File: config.mk
export PLATFORM = sky130hd
export DESIGN_NAME = adder_tree_arbiter
export DESIGN_NICKNAME = d
export VERILOG_FILES = /design/src/rtl/adder_tree_pkg.sv /design/src/rtl/adder_tree.sv /design/src/rtl/adder_tree_arbiter.sv
export SDC_FILE = /design/constraint.sdc
export NUM_CORES = 1
export LEC_CHECK = 0
export CAP_MARGIN = 20
export CORE_AREA = 4 4 212 214
export DETAILED_ROUTE_END_ITERATION = 10
export DIE_AREA = 0 0 216 218
export PLACE_DENSITY = 0.56
export SLEW_MARGIN = 20
export SYNTH_ARGS = -nofsm -noshare
export SYNTH_HDL_FRONTEND = slang
export SYNTH_SLANG_ARGS = --single-unit
File: constraint.sdc
create_clock -name clk -period 10.7 [get_ports clk]
set_input_delay 2.14 -clock clk [delete_from_list [all_inputs] [get_ports clk]]
set_output_delay 2.14 -clock clk [all_outputs]
set_load 0.02 [all_outputs]
File: src/rtl/adder_tree_pkg.sv
// Shared types and helpers for the adder-tree arbiter.
//   arb_state_e : arbiter FSM states
//   acc_width   : accumulator width for a given lane count, lane width and beat budget
//   rr_pick     : cyclic first-valid search starting at a pointer
package adder_tree_pkg;

  typedef enum logic [1:0] {IDLE, ACCUM, RESULT} arb_state_e;

  // Upper bound on requester count handled by rr_pick.
  localparam int unsigned MAX_R   = 32;
  localparam int unsigned MAX_R_W = 5;

  function automatic int unsigned acc_width(input int unsigned n, input int unsigned w,
                                            input int unsigned beats_w);
    return w + unsigned'($clog2(n)) + beats_w;
  endfunction

  // Returns the first index at or after ptr (mod nreq) whose valid bit is set.
  // Scans from the far end so the nearest hit is the last assignment.
  function automatic int unsigned rr_pick(input logic [MAX_R-1:0] valid,
                                          input int unsigned ptr, input int unsigned nreq);
    int unsigned idx;
    int unsigned pick;
    pick = ptr;
    for (int i = int'(MAX_R) - 1; i >= 0; i--) begin
      idx = ptr + unsigned'(i);
      if (idx >= nreq) idx = idx - nreq;
      if ((unsigned'(i) < nreq) && valid[idx[MAX_R_W-1:0]]) pick = idx;
    end
    return pick;
  endfunction

endpackage

File: src/rtl/adder_tree.sv
// Combinational reduction of N unsigned lanes into one W+clog2(N)-bit sum.
//   lanes : N lanes of W bits
//   sum_c : unsigned sum of all lanes (combinational)
module adder_tree #(
  parameter int unsigned N = 8,
  parameter int unsigned W = 16
) (
  input  logic [N-1:0][W-1:0]         lanes,
  output logic [W+$clog2(N)-1:0]      sum_c
);

  localparam int unsigned SW = W + $clog2(N);

  // Widen each lane before adding; SW is sized so the total never wraps.
  always_comb begin
    sum_c = '0;
    for (int i = 0; i < int'(N); i++) begin
      sum_c = sum_c + SW'(lanes[i]);
    end
  end

endmodule

File: src/rtl/adder_tree_arbiter.sv
// Round-robin time-sharing of one adder tree among R beat-streaming requesters.
// A whole transaction is granted at a time; per-beat tree sums are accumulated
// and returned as one scalar tagged with the requester id.
//   clk, reset_n            : clock, async active-low reset
//   req_valid/ready/last[R] : per-requester beat handshake and end-of-transaction
//   req_data[R][N]          : per-requester beat lanes
//   res_valid/res_ready     : result handshake
//   res_sum/res_id/res_ovf  : accumulated sum, owner id, beat-budget overflow
module adder_tree_arbiter
  import adder_tree_pkg::*;
#(
  parameter int unsigned N       = 8,
  parameter int unsigned W       = 16,
  parameter int unsigned R       = 4,
  parameter int unsigned BEATS_W = 8
) (
  input  logic                                clk,
  input  logic                                reset_n,
  input  logic [R-1:0]                        req_valid,
  output logic [R-1:0]                        req_ready,
  input  logic [R-1:0][N-1:0][W-1:0]          req_data,
  input  logic [R-1:0]                        req_last,
  output logic                                res_valid,
  input  logic                                res_ready,
  output logic [acc_width(N, W, BEATS_W)-1:0] res_sum,
  output logic [$clog2(R)-1:0]                res_id,
  output logic                                res_ovf
);

  localparam int unsigned D     = $clog2(N);
  localparam int unsigned ACC_W = acc_width(N, W, BEATS_W);
  localparam int unsigned IDW   = $clog2(R);
  localparam int unsigned TW    = W + D;
  localparam int unsigned CNT_W = BEATS_W + 1;
  localparam logic [CNT_W-1:0] MAX_BEATS = CNT_W'(1) << BEATS_W;
  localparam logic [CNT_W-1:0] CNT_SAT   = MAX_BEATS + CNT_W'(1);

  arb_state_e         state_q, state_d;
  logic [IDW-1:0]     grant_q, grant_d;
  logic [IDW-1:0]     rr_ptr_q, rr_ptr_d;
  logic [ACC_W-1:0]   acc_q, acc_d;
  logic [CNT_W-1:0]   cnt_q, cnt_d;
  logic               ovf_q, ovf_d;
  logic [R-1:0]       req_ready_q, req_ready_d;
  logic               res_valid_q, res_valid_d;

  logic [N-1:0][W-1:0] lanes_c;
  logic [TW-1:0]       tree_sum_c;
  logic [IDW-1:0]      pick_c;
  logic                hs_c;

  // Lane mux: only the granted requester feeds the tree.
  assign lanes_c = req_data[grant_q];

  adder_tree #(.N(N), .W(W)) u_tree (
    .lanes (lanes_c),
    .sum_c (tree_sum_c)
  );

  assign pick_c = IDW'(rr_pick(MAX_R'(req_valid), 32'(rr_ptr_q), R));
  assign hs_c   = req_valid[grant_q] & req_ready_q[grant_q];

  // Next-state and registered-output logic.
  always_comb begin
    state_d     = state_q;
    grant_d     = grant_q;
    rr_ptr_d    = rr_ptr_q;
    acc_d       = acc_q;
    cnt_d       = cnt_q;
    ovf_d       = ovf_q;
    req_ready_d = '0;
    res_valid_d = 1'b0;
    unique case (state_q)
      IDLE: begin
        if (|req_valid) begin
          grant_d     = pick_c;
          acc_d       = '0;
          cnt_d       = '0;
          ovf_d       = 1'b0;
          req_ready_d = R'(1) << pick_c;
          state_d     = ACCUM;
        end
      end
      ACCUM: begin
        req_ready_d = R'(1) << grant_q;
        if (hs_c) begin
          acc_d = acc_q + ACC_W'(tree_sum_c);
          if (cnt_q != CNT_SAT) cnt_d = cnt_q + CNT_W'(1);
          // This beat is number cnt_q+1; beyond MAX_BEATS flags overflow.
          if (cnt_q >= MAX_BEATS) ovf_d = 1'b1;
          if (req_last[grant_q]) begin
            req_ready_d = '0;
            res_valid_d = 1'b1;
            state_d     = RESULT;
          end
        end
      end
      RESULT: begin
        res_valid_d = 1'b1;
        if (res_ready) begin
          res_valid_d = 1'b0;
          rr_ptr_d    = (grant_q == IDW'(R - 1)) ? '0 : grant_q + IDW'(1);
          state_d     = IDLE;
        end
      end
      default: state_d = IDLE;
    endcase
  end

  always_ff @(posedge clk or negedge reset_n) begin
    if (!reset_n) begin
      state_q     <= IDLE;
      grant_q     <= '0;
      rr_ptr_q    <= '0;
      acc_q       <= '0;
      cnt_q       <= '0;
      ovf_q       <= 1'b0;
      req_ready_q <= '0;
      res_valid_q <= 1'b0;
    end else begin
      state_q     <= state_d;
      grant_q     <= grant_d;
      rr_ptr_q    <= rr_ptr_d;
      acc_q       <= acc_d;
      cnt_q       <= cnt_d;
      ovf_q       <= ovf_d;
      req_ready_q <= req_ready_d;
      res_valid_q <= res_valid_d;
    end
  end

  assign req_ready = req_ready_q;
  assign res_valid = res_valid_q;
  assign res_sum   = acc_q;
  assign res_id    = grant_q;
  assign res_ovf   = ovf_q;

endmodule
Word level (Yosys, flattened, before mapping)
Cells that the tools add are included.
Storage, ports and cells
  register bits after elaboration: 48
  input port bits: 523
  output and inout port bits: 35
  word-level logic and storage cells: 106
Cells by class
  add/subtract/negate cells: 17
  order comparisons: 10
  equal/unequal tests: 10
  shifts and indexed selects: 2
  mux-type cells: 49
  bitwise operators: 1
  reductions and logical operators: 9
Operators by type and width (number)
  binary-select mux 128 bit (select 2 bit): 1
  two-way mux 128 bit: 1
  adder 19 x 16 -> 19 bit: 6
  two-way mux 27 bit: 2
  one-hot mux 27 bit (2 select lines): 1
  adder 27 x 19 -> 27 bit: 1
  two-way mux 9 bit: 3
  < comparator 5 x 6 -> 1 bit (second input constant): 4
  binary-select mux 1 bit (select 5 bit): 4
  two-way mux 5 bit: 4
  two-way mux 2 bit: 9
  one-hot mux 9 bit (2 select lines): 1
  adder 16 x 16 -> 17 bit: 1
  two-way mux 1 bit: 13
  two-way mux 4 bit: 3
  inequality test 2 bit (second input constant): 6
  AND reduction 4 bit: 3
  subtractor 3 x 3 -> 4 bit (second input constant): 3
  adder 9 x 1 -> 9 bit (second input constant): 1
  >= comparator 3 bit (second input constant): 3
  >= comparator 9 bit (second input constant): 1
  inequality test 9 bit (second input constant): 1
  one-hot mux 4 bit (2 select lines): 1
  << shifter 1 x 2 -> 4 bit (first input constant): 2
  other kinds (17): 23

Depth between registers and ports, before layout
  depth after elaboration: 12
  gate-level depth with buffers: 36
  depth with buffers taken out: 32

Cells and area by module
A second synthesis with hierarchy kept.
Second synthesis, totals
  cells, all modules: 977
  area total of the unflattened synthesis: 10097.2 um2
By module, submodules not included
  adder_tree_arbiter: instances 1, cells each 551, area each 6528.8 um2, sequential area each 1201.2 um2
  adder_tree: instances 1, cells each 426, area each 3568.4 um2, sequential area each 0.0 um2

Worst setup path before layout
OpenSTA, ideal clock, no wires.
  kind: in2reg
  from: input req_data[384] (netlist bit)
  to: register acc_q[19] (netlist: res_sum[19])
  library setup time: 0.078 ns
  arrival time: 9.474 ns
  data required time: 10.622 ns
  slack: 1.147 ns
  stages on the path: 30
  path buffers: 0
  cell sequence: mux4_2 > ha_1 > fa_1 > a21o_1 > a211oi_2 > o21ai_1 > a2111oi_2 > nor3_1 > nor2_1 > xnor2_1 > fa_1 > inv_1 > fa_1 > inv_1 > fa_1 > inv_1 > fa_1 > inv_1 > ha_1 > o2111ai_1 > a2bb2oi_1 > o211ai_1 > a31o_2 > a21oi_1 > xnor2_1 > ha_1 > nand2_1 > o41a_1 > or3_1 > a21oi_1
On the way
  longest elaborated chain between the ends: 12
Ends and longest elaborated chain
  start, declared: line adder_tree_arbiter.sv:21  | input logic [R-1:0][N-1:0][W-1:0] req_data,
  binary-select mux 128 bit (select 2 bit): line adder_tree_arbiter.sv:53  | assign lanes_c = req_data[grant_q];
  two-way mux 128 bit (implied by the code): line adder_tree_arbiter.sv:53
  adder 16 x 16 -> 17 bit: line adder_tree.sv:18  | sum_c = sum_c + SW'(lanes[i]);
  adder 19 x 16 -> 19 bit (6 in series): line adder_tree.sv:18
  adder 27 x 19 -> 27 bit: line adder_tree_arbiter.sv:87  | acc_d = acc_q + ACC_W'(tree_sum_c);
  two-way mux 27 bit: line adder_tree_arbiter.sv:86  | if (hs_c) begin
  one-hot mux 27 bit (2 select lines): line adder_tree_arbiter.sv:73  | unique case (state_q)
  end signal, assigned: line adder_tree_arbiter.sv:115  | acc_q <= '0;
  end signal, assigned: line adder_tree_arbiter.sv:124  | acc_q <= acc_d;
  end, declared: line adder_tree_arbiter.sv:41  | logic [ACC_W-1:0] acc_q, acc_d;
No other way between the ends. The select of a mux whose other input is x is not followed.
A chain may end at the register's enable or synchronous reset.

Worst setup path after layout
  from: input req_data[400] (netlist bit)
  to: register acc_q[19] (netlist: res_sum[19])
Same word-level chain as after synthesis.

==> impl_results.md <==
- Outcome: completed
- Number of max-cap violations: 0
- Worst-path maximum fanout: 4
- Layout Nets: 2204
- Die Y: 218 um
- Syn nets: 1672
- CP Class: input pin to flip-flop
- Setup Buffers After CTS: 0
- RSZ-0062 raised after global routing: false
- CTS tree: yes
- Worst-Skew Late Latency: 0.30 ns
- HP Class: flip-flop to flip-flop
- FP Rows: 76
- Max incr delay on CP: 0.55 ns
- Area Overhead vs Synth: 62.4%
- Top-count cell post-synth: inv_1
- Critical path destination: res_sum[19]
- Top-area cell type share of the netlist area: 28.5%
- Routed wire length: 50.8 mm
- Crit path top cell by count: fa_1
- Post-synth ARST share: 100%
- Multi-input logic area: 8250 um2
- Iter 0 DRT Violations: 512
- Clock sink count: 48
- Full die area: 47100 um2
- Largest area contributor in the synthesized netlist: mux4_2
- Clk_skew: 0.0119 ns
- Fin. Hold Viols: 0
- Synth Register Bits: 48
- CTS Buf Count: 5
- Layout cell share with drive strength beyond 1: 11.0%
- Core Footprint: 42900 um2
- All-layer global routing usage: 20.7%
- Fin. max-slew vios: 0
- Data required, critical path: 10.91 ns
- Count of warnings emitted by yosys: 0
- Post-detailed-route DRC marker count: 0
- Root Driver: clkbuf_16
- Final setup vio count: 0
- Arr. time, crit path: 10.46 ns
- Rel. slew slack: 44.2%
- Worst setup startpoint: req_data[400]
- Mapped Avg Cell Area: 10.3 um2
- Post-layout minimum cycle time: 10.25 ns
- Commonest cells post-synth: 174 x inv_1, 130 x mux4_2, 80 x fa_1, 75 x ha_1, 54 x nand2_1
- Crit. End Element: flip-flop
- Initial antenna violation count: 26
- IO Count: 558
- Global-route wire length before repair: 72.7 mm
- Placer Congestion: 0.952
- # port buffers: 557
- Yosys cell types: 70
- Seq/Total Area, Yosys: 11.7%
- Drt pass-1 iters: 6
- Mapped cell area: 10300 um2
- Worst-margin pin slew: 0.836 ns
- Via count: 10300
- Die X: 216 um
- Main area contributors after synthesis: mux4_2 28%, fa_1 16%, dfrtp_1 12%, ha_1 9.1%, inv_1 6.4%
- Fin crit share: 95.8%
- Clock transition at path regs: 0.08 ns
- RR Endpoint: res_sum[19]
- Post-DP HPWL: 45.7 mm
- Storage cell area: 1210 um2
- Antenna viol nets, final: 0
- Pin count of the biggest net entering global routing: 106
- Worst R2R Setup Slack: 1.88 ns
- Starting Density: 24.0%
- Worst r2r path cells: 30
- RR Startpoint: res_id[0]
- Layout filler cell count: 4228
- Slowest-stage cell, CP: fa_1
- Max Freq: 0.0976 GHz
- Post-DR wirelength/cell: 23.9 um
- Number of global-route vias before repair: 11000
- Mapped Cells: 994
- Post-synth top flop: dfrtp_1
- Vias per cell: 4.83
- CP Launch Type: input pin
- Clock buffer depth: 2
- Number of synthesized flops with an enable pin: 0
- Setup_tns: 0 ns
- H-Tree Depth: 2
- Total gr overflow: 0
how the worst min path moves through the flow:
stage,cells past startpoint,from,end,slack [ns]
3_3_place_gp,2,res_ovf,res_ovf,0.49
2_1_floorplan,1,cnt_q[0],cnt_q[0],0.50
6_report,2,res_ovf,res_ovf,0.53
5_1_grt,1,state_q[0],state_q[0],0.57
3_5_place_dp,2,res_ovf,res_ovf,0.52
4_1_cts,1,cnt_q[0],cnt_q[0],0.53
per-stage QoR:
stage / cell area [um2] / util [%] / worst slack (ns) / cells / hold slack (ns)
after floorplan: 10300 / - / 1.15 / 994 / 0.496
after global routing: 16700 / 38.9 / 0.0224 / 2119 / 0.575
after global placement: 16500 / 38.5 / 0.195 / 2104 / 0.493
after CTS: 16700 / 38.9 / 0.397 / 2112 / 0.533
final: 16700 / 39.0 / 0.454 / 2123 / 0.527
after detailed placement: 16500 / 38.5 / 0.118 / 2104 / 0.521
logic make-up (layout without fill, tap and decap cells):
group | after synthesis | in the layout | share of synthesized area [%]
buf+inv | 216 | 749 | 8.27
flops | 48 | 48 | 11.7
other cells | 0 | 11 | 0
mux | 140 | 140 | 29.5
compound gates | 192 | 192 | 12.8
xor+xnor | 46 | 46 | 3.92
fa+ha+maj | 155 | 155 | 24.7
simple gates | 197 | 197 | 9.14
what timing repair did:
| item | CTS | global route |
|---|---|---|
| hold endpoints to repair | 0 | 0 |
| resized for setup | 0 | 2 |
| hold buffers | 0 | 0 |
| endpoints found under the setup margin | 0 | 4 |
routing by layer:
metal  vias up  global-route usage, %  wire (um)
met1      5074                   25.9      20300
met3        58                   5.66       3900
li1       4682                      -          -
met4        28                   3.50        482
met5         -                      0        194
met2       417                   36.4      25900
worst max-delay path: cells and delay by family:
| family | cells | cell delay, ns |
|---|---|---|
| adders and majority gates | 8 | 3.47 |
| and+or+nand+nor | 4 | 0.65 |
| buffers and inverters | 5 | 0.65 |
| muxes | 1 | 0.48 |
| AOI/OAI and AO/OA | 11 | 2.79 |
| xor gates and xnor gates | 2 | 0.25 |
state kept, by name, summed over array words and instances, names as in the netlist:
register	flops
cnt_q	9
res_valid	1
res_sum	27
state_q	2
res_ovf	1
req_ready	4
rr_ptr_q	2
res_id	2
layout by cell type (no fill, tap or decap), drive strengths merged, types with 4 or more instances in the layout:
cell | netlist | layout
fa | 80 | 80
xnor2 | 30 | 30
nor3 | 12 | 12
a22o | 7 | 7
nand3 | 18 | 18
mux2i | 7 | 7
nand2 | 56 | 56
dfrtp | 48 | 48
a2111oi | 4 | 4
and2 | 10 | 10
or3 | 4 | 4
o21bai | 4 | 4
clkdlybuf4s50 | 0 | 556
a21oi | 47 | 47
nand2b | 12 | 12
diode | 0 | 11
a21boi | 4 | 4
clkbuf | 16 | 5
nand4 | 10 | 10
a21o | 23 | 23
xor2 | 16 | 16
mux4 | 130 | 130
nor2b | 6 | 6
buf | 25 | 10
a211oi | 10 | 10
o211ai | 7 | 7
nor2 | 53 | 53
inv | 175 | 176
o21ai | 42 | 42
o21a | 8 | 8
ha | 75 | 75
cell type report:
cell class | count | area share [%]
tap | 585 | 4.38
multi-input combinational | 730 | 49.4
timing repair buffer | 566 | 33.9
clock buffer | 5 | 0.749
sequential | 48 | 7.24
antenna | 11 | 0.165
inverter | 175 | 3.93
clock inverter | 3 | 0.277
Power is left out: the tool's default activity adds up to more than one toggle a clock period on the data nets, which glitch-free logic cannot reach.
